--- src/rtl/bp_cce_hybrid_pending_release.sv ---
// bp_cce_hybrid_pending_release
//
// Completion-side producer for the hybrid CCE pending-bit write port.
// Completion events (done_*) and management clear commands (clr_*) are
// arbitrated round-robin into a small ordered queue. The queue head is issued
// to the pending stage as a decrement (done) or clear (clr) write over a
// valid/yumi interface. This block is the only one that releases addresses
// blocked by the pending stage's increment-on-issue.
//
// Parameters:
//   paddr_width_p  physical address width (BlackParrot default config: 40)
//   els_p          queue depth, power of two, >= 2
//   stall_width_p  stall counter width (only with the stats macro)
//
// Ports:
//   clk_i, reset_n_i                 clock, asynchronous active-low reset
//   done_v_i / done_ready_and_o      completion event handshake
//   done_addr_i, done_bypass_hash_i  completion payload
//   clr_v_i / clr_ready_and_o        clear command handshake
//   clr_addr_i, clr_bypass_hash_i    clear payload
//   pending_w_v_o / pending_w_yumi_i pending write handshake
//   pending_w_addr_o, pending_w_addr_bypass_hash_o
//   pending_up_o (always 0), pending_down_o, pending_clear_o
//   busy_o                           queue non-empty
//   stall_count_o                    saturating count of stalled write cycles
//
// Optional feature: define BP_CCE_HYBRID_PENDING_RELEASE_STATS_EN to add the
// stall counter and the stall_count_o port.

module bp_cce_hybrid_pending_release #(
    parameter int paddr_width_p = 40,
    parameter int els_p         = 4
`ifdef BP_CCE_HYBRID_PENDING_RELEASE_STATS_EN
   ,parameter int stall_width_p = 16
`endif
) (
    input  logic                     clk_i,
    input  logic                     reset_n_i,

    input  logic                     done_v_i,
    output logic                     done_ready_and_o,
    input  logic [paddr_width_p-1:0] done_addr_i,
    input  logic                     done_bypass_hash_i,

    input  logic                     clr_v_i,
    output logic                     clr_ready_and_o,
    input  logic [paddr_width_p-1:0] clr_addr_i,
    input  logic                     clr_bypass_hash_i,

    output logic                     pending_w_v_o,
    input  logic                     pending_w_yumi_i,
    output logic [paddr_width_p-1:0] pending_w_addr_o,
    output logic                     pending_w_addr_bypass_hash_o,
    output logic                     pending_up_o,
    output logic                     pending_down_o,
    output logic                     pending_clear_o,
    output logic                     busy_o
`ifdef BP_CCE_HYBRID_PENDING_RELEASE_STATS_EN
   ,output logic [stall_width_p-1:0] stall_count_o
`endif
);

    localparam int idx_w = $clog2(els_p);
    localparam logic [idx_w:0] ptr_one = (idx_w+1)'(1);

    typedef struct packed {
        logic [paddr_width_p-1:0] addr;
        logic                     bypass_hash;
        logic                     is_clear;
    } entry_s;

    entry_s mem_r [els_p];

    // Pointers carry one extra wrap bit above the index so full and empty
    // can be told apart when the indices match.
    logic [idx_w:0] wptr_r, rptr_r;
    logic           token_r;   // 0: done has priority, 1: clr has priority

    logic   full, empty;
    logic   done_acc, clr_acc, enq, deq;
    entry_s enq_entry, head;

    assign empty = (wptr_r == rptr_r);
    assign full  = (wptr_r[idx_w-1:0] == rptr_r[idx_w-1:0])
                 & (wptr_r[idx_w] != rptr_r[idx_w]);

    // A source is ready when it holds the token or the other source is idle.
    // Readiness never looks at the source's own valid. Reset forces both low
    // combinationally so nothing is accepted while reset_n_i is held.
    assign done_ready_and_o = reset_n_i & ~full & (~token_r | ~clr_v_i);
    assign clr_ready_and_o  = reset_n_i & ~full & ( token_r | ~done_v_i);

    assign done_acc = done_v_i & done_ready_and_o;
    assign clr_acc  = clr_v_i  & clr_ready_and_o;
    assign enq      = done_acc | clr_acc;
    // A yumi with an empty queue is a protocol error upstream; gating it here
    // keeps the pointers consistent regardless.
    assign deq      = pending_w_yumi_i & ~empty;

    always_comb begin
        enq_entry = '{addr: clr_addr_i, bypass_hash: clr_bypass_hash_i, is_clear: 1'b1};
        if (done_acc) begin
            enq_entry = '{addr: done_addr_i, bypass_hash: done_bypass_hash_i, is_clear: 1'b0};
        end
    end

    // NOTE: queue storage is deliberately left without reset; only the
    // pointers define which entries are live, so reset cost stays off the
    // wide data array.
    always_ff @(posedge clk_i) begin
        if (enq) begin
            mem_r[wptr_r[idx_w-1:0]] <= enq_entry;
        end
    end

    always_ff @(posedge clk_i or negedge reset_n_i) begin
        if (!reset_n_i) begin
            wptr_r  <= '0;
            rptr_r  <= '0;
            token_r <= 1'b0;
        end else begin
            if (enq) begin
                wptr_r  <= wptr_r + ptr_one;
                // Hand priority to the source that was not just served.
                token_r <= done_acc;
            end
            if (deq) begin
                rptr_r <= rptr_r + ptr_one;
            end
        end
    end

    assign head = mem_r[rptr_r[idx_w-1:0]];

    // Valid and the write kind derive from the asynchronously reset pointers,
    // so they drop immediately when reset asserts.
    assign pending_w_v_o                = ~empty;
    assign busy_o                       = ~empty;
    assign pending_w_addr_o             = head.addr;
    assign pending_w_addr_bypass_hash_o = head.bypass_hash;
    assign pending_up_o                 = 1'b0;
    assign pending_down_o               = ~empty & ~head.is_clear;
    assign pending_clear_o              = ~empty &  head.is_clear;

`ifdef BP_CCE_HYBRID_PENDING_RELEASE_STATS_EN
    logic [stall_width_p-1:0] stall_count_r;

    always_ff @(posedge clk_i or negedge reset_n_i) begin
        if (!reset_n_i) begin
            stall_count_r <= '0;
        end else if (pending_w_v_o && !pending_w_yumi_i && !(&stall_count_r)) begin
            stall_count_r <= stall_count_r + 1'b1;
        end
    end

    assign stall_count_o = stall_count_r;
`endif

endmodule

--- config.mk ---
export PLATFORM = sky130hd
export DESIGN_NAME = bp_cce_hybrid_pending_release
export DESIGN_NICKNAME = d
export VERILOG_FILES = /design/src/rtl/bp_cce_hybrid_pending_release.sv
export SDC_FILE = /design/constraint.sdc
export NUM_CORES = 1
export LEC_CHECK = 0
export CORE_AREA = 10 10 135 137
export DETAILED_ROUTE_END_ITERATION = 12
export DIE_AREA = 0 0 145 147
export DONT_BUFFER_PORTS = 1
export GPL_TIMING_DRIVEN = 0
export PLACE_DENSITY = 0.76
export SLEW_MARGIN = 20
export SYNTH_ARGS = -nofsm -noshare
export SYNTH_HDL_FRONTEND = slang
export SYNTH_SLANG_ARGS = --single-unit
export TNS_END_PERCENT = 5
--- constraint.sdc ---
create_clock -name clk_i -period 3.6 [get_ports clk_i]
set_input_delay 0.36 -clock clk_i [delete_from_list [all_inputs] [get_ports clk_i]]
set_output_delay 0.36 -clock clk_i [all_outputs]
set_load 0.005 [all_outputs]
# After elaboration in Yosys (flattened, before gate mapping)
# Memory sizes are Yosys's and may differ from the RTL's.
# Cells that the tools add are included.
[op_classes] n_addsub=2 bitwise_logic=18 eq_ne=3 muxes=3
[ops] operator="$mux 42" n=1
[ops] operator="$and 1x1->1" n=9
[ops] operator="$add 3x1->3 const B" n=2
[ops] operator="$not 1->1" n=6
[ops] operator="$eq 3x3->1" n=1
[ops] operator="$or 1x1->1" n=3
[ops] operator="$eq 2x2->1" n=1
[ops] operator="$mux 1" n=2
[ops] operator="$ne 1x1->1" n=1
[word_totals] output_inout_bits=48 ramBits=168 ff_bits=7 memories=1
[mem_list] name="mem_r" words=4 word_bits=42 rd=1 rd_ports_with_merged_regs=0 write_ports=1 line="72" text="entry_s mem_r [els_p];"

# Logic depth before layout (Yosys ltp)
[logic_depth] word_depth=9 mapped_depth=6 ltp_nobuf=4

# Least setup slack after synthesis
# Ideal clock, no wire load.
[synth_path] path_type="register -> register" from="reg rptr_r[1]" to="mem mem_r[3][0] (netlist name) (enable)" t_arrival_ns=2.956 setup_ns=0.442 path_stages_with_launch=7 slack_ns=0.202 t_required_ns=3.158 path_cell_list="dfrtp_1 > buf_4 > xnor2_1 > and3_1 > buf_4 > buf_6 > nor2_1"
[synth_via] elab_chain_len=9 elab_cells_between_ends=11 cone_classes="1 x eq/ne; 2 x mux; 8 x bitwise"
[synth_rtl] item="start, declared" line="76" text="logic [idx_w:0] wptr_r, rptr_r;"
[synth_rtl] item="start signal, assigned" line="128" text="rptr_r <= rptr_r + ptr_one;"
[synth_rtl] item="$eq 2x2->1 (*)" line="84" text="assign full = (wptr_r[idx_w-1:0] == rptr_r[idx_w-1:0])"
[synth_rtl] item="$and 1x1->1 (*)" line="85" text="& (wptr_r[idx_w] != rptr_r[idx_w]);"
[synth_rtl] item="$not 1->1 (*)" line="90, 91"
[synth_rtl] item="$and 1x1->1 (*)" line="90, 91"
[synth_rtl] item="$and 1x1->1 (on tied branches)" line="90, 91"
[synth_rtl] item="$and 1x1->1 (on tied branches)" line="93, 94"
[synth_rtl] item="$or 1x1->1 (*)" line="95" text="assign enq = done_acc | clr_acc;"
[synth_rtl] item="$mux 1 (*)" line="111" text="if (enq) begin"
[synth_rtl] item="$mux 1 (not written as such) (*)" line="112" text="mem_r[wptr_r[idx_w-1:0]] <= enq_entry;"
[synth_rtl] item="end, declared" line="72"
# Mark *: on every way between the ends. The rest lies on a longest branch, timed or not.

# Worst setup path after layout
[layout_path] from="reg rptr_r[1]" to="out clr_ready_and_o"
[layout_via] elab_chain_len=5
[layout_rtl] item="$eq 2x2->1" line="84"
[layout_rtl] item="$and 1x1->1" line="85"
[layout_rtl] item="$not 1->1" line="91" text="assign clr_ready_and_o = reset_n_i & ~full & ( token_r | ~done_v_i);"
[layout_rtl] item="$and 1x1->1 (2 in a row)" line="91"
[layout_rtl] item="end, declared" line="46" text="output logic clr_ready_and_o,"
# No other way between the ends.

==> results_dict.tcl <==
set metrics [dict create \
    die_h_um 147 \
    postRouteAntennaNets 0 \
    synth_mux_area_frac 0.130 \
    synth_cells 432 \
    cellPowerDensity_nw_per_um2 862 \
    area_growth_pct 12.1 \
    finalMaxSlewViolations 0 \
    grt_use_met1 0.203 \
    end_kind "output pin" \
    grt_util_met3 0.0415 \
    grt_pass1_vias 4377 \
    dpl_cell_area_sq_um 7870 \
    dpl_worst_slack_ps 1210 \
    die-area_sq_um 21300 \
    core_area_sq_um 15600 \
    synth-adder-area-share 0.00831 \
    clock-sinks 175 \
    synth_area_sq_um 7530 \
    place_congestion 0.834 \
    crit_arrival_ps 2260 \
    wl_um 18100 \
    ys_types 35 \
    rows 46 \
    ir_drop_uv 377 \
    clock.fmax_mhz 382 \
    cts_buffers 17 \
    synth.net_count 524 \
    antenna_found_initial 0 \
    grt_use_total 0.167 \
    clk_latency_ps 420 \
    yosys.area_share.simple 0.0400 \
    io_buffers 0 \
    n_antenna_cell 0 \
    cts_root_buf "clkbuf_16" \
    period_share 0.727 \
    grt_max_degree 43 \
    timing.max_cap.violations 0 \
    cts.htree.levels 4 \
    tns_ps 0 \
    total_power_w 0.00728 \
    start_kind "flop" \
    layout_commonest_cell "edfxtp_1" \
    io-pin-count 135 \
    use_met2 0.284 \
    final_cell_mix "edfxtp_1 (168), mux4_2 (42), o31ai_1 (42)" \
    dpl.hpwl_um 12300 \
    start_util 0.483 \
    dr.pass1.iters 5 \
    dp_cells 650 \
    p_leak_nw 2.65 \
    hold_viol 0 \
    worst_pin_slew_ps 692 \
    yosysSeqAreaShare 0.693 \
    required_ps 3240 \
    layout-drive-gt1-share 0.223 \
    viasPerCell 6.29 \
    synth_xor_area_frac 0.0101 \
    grt_overflow 0 \
    syn_avg_cell_area_sq_um 17.4 \
    rsz0062_at_grt "no" \
    design_area_sq_um 8450 \
    cts.clk_slew.worst_paths_ps 70 \
    dieWidth_um 145 \
    vias 4294 \
    grt_pass1_wl_um 27100 \
    avgRoutedWirePerCell_um 26.5 \
    setup_violations 0 \
    clk_path_buf_depth 2 \
    drc 0 \
    slew_headroom 0.539 \
    grt_busiest_layer "met2" \
    skew_ps 10.1 \
    drt-initial-drc-count 487 \
    layout.nets 546 \
    ys_warn_count 0 \
    min_path_type "in -> reg" \
    final_cells 683 \
    synth-seq-cells 175 \
    outcome "finished clean" \
    num-fill-cells 1208 \
    synth_top_family_by_area "multiplexers" \
    path_max_fanout 10 \
    worst_slack_ps 981 \
    synth-compound-area-share 0.0864 \
    worstSetupPathType "reg -> out" \
    post_cts_resized 0 \
    post-route-min-period_ps 2620 \
    cts_tree "yes" \
]
## area by class of cell
class | count | area (sq um) | area share
timing repair buffer | 3 | 57.6 | 0.00681
sequential | 175 | 5220 | 0.618
inverter | 4 | 15.0 | 0.00178
clock buffer | 17 | 425 | 0.0504
multi-input combinational | 210 | 2090 | 0.247
tap | 216 | 270 | 0.0320
clock inverter | 15 | 145 | 0.0172
buffer | 43 | 224 | 0.0265
## registers in the layout, summed over array words and instances, names as in the netlist
register	count
token_r	1
mem_r	168
rptr_r	3
wptr_r	3
## synthesized netlist by cell type, drive strengths merged
master	instances	area, sq um
a211o	1	8.76
a211oi	2	20.0
a31oi	3	18.8
and2	6	37.5
and3	1	6.26
buf	20	138
clkbuf	23	86.3
conb	1	3.75
dfrtp	7	175
edfxtp	168	5040
ha	5	62.6
inv	4	15.0
mux2	2	22.5
mux2i	1	10.0
mux4	42	946
nand2	3	11.3
nand3	41	205
nor2	2	7.51
nor2b	1	6.26
nor3	3	15.0
nor4	1	6.26
o211ai	1	7.51
o21ai	1	5.00
o22ai	41	257
o311ai	1	8.76
o31ai	42	315
o32a	1	10.0
or3	1	6.26
xnor2	4	42.6
xor2	3	33.8
## per-stage QoR
stage | utilization | hold WS [ps]
3_5_place_dp | 0.504 | 64.9
6_report | 0.541 | 138
3_3_place_gp | 0.500 | 65.0
2_1_floorplan | - | 64.4
5_1_grt | 0.541 | 128
4_1_cts | 0.541 | 109
## critical path, stage by stage (launching register included)
cell	delay, ps
dfrtp_1	380
buf_4	190
xnor2_1	500
and3_1	250
buf_4	230
buf_6	180
nor3_1	100
## logic make-up after synthesis
logic type | Yosys count
flops | 175
compound gates | 93
simple gates | 59
buf+inv | 47
mux | 45
xor+xnor | 7
fa+ha+maj | 5
other cells | 1
## where the power goes
group | total [W] | internal [W] | leakage [nW] | switching [W]
sequential | 0.00296 | 0.00284 | 1.62 | 0.000122
clock | 0.00176 | 0.000923 | 0.284 | 0.000839
combinational | 0.00256 | 0.000938 | 0.746 | 0.00162
## path summary, 6_finish.rpt
path                             startpoint               to  slack [ps]  cells after the start
hold / removal             pending_w_yumi_i        rptr_r[2]         140                      2
setup / recovery                  rptr_r[1]  clr_ready_and_o         980                      6
min in group asynchronous         reset_n_i        rptr_r[0]         280                      1
hold reg to reg                     token_r          token_r         570                      1
setup reg to reg                  rptr_r[0]     mem_r[0][20]        1180                      4
max in group asynchronous         reset_n_i          token_r        3060                      1
## metal layers
layer | share of wire | routed length (um)
met4 | 0.017 | 314
met3 | 0.081 | 1460
met1 | 0.38 | 6920
met2 | 0.52 | 9380
met5 | 0 | 0
## what timing repair did
action | 4_1_cts | 5_1_grt
setup endpoints to repair | 0 | 0
hold endpoints to repair | 7 | 0
hold buffers | 1 | 0
buffers inserted | 0 | 0
Note: power is estimated with default switching activity, not from simulation.
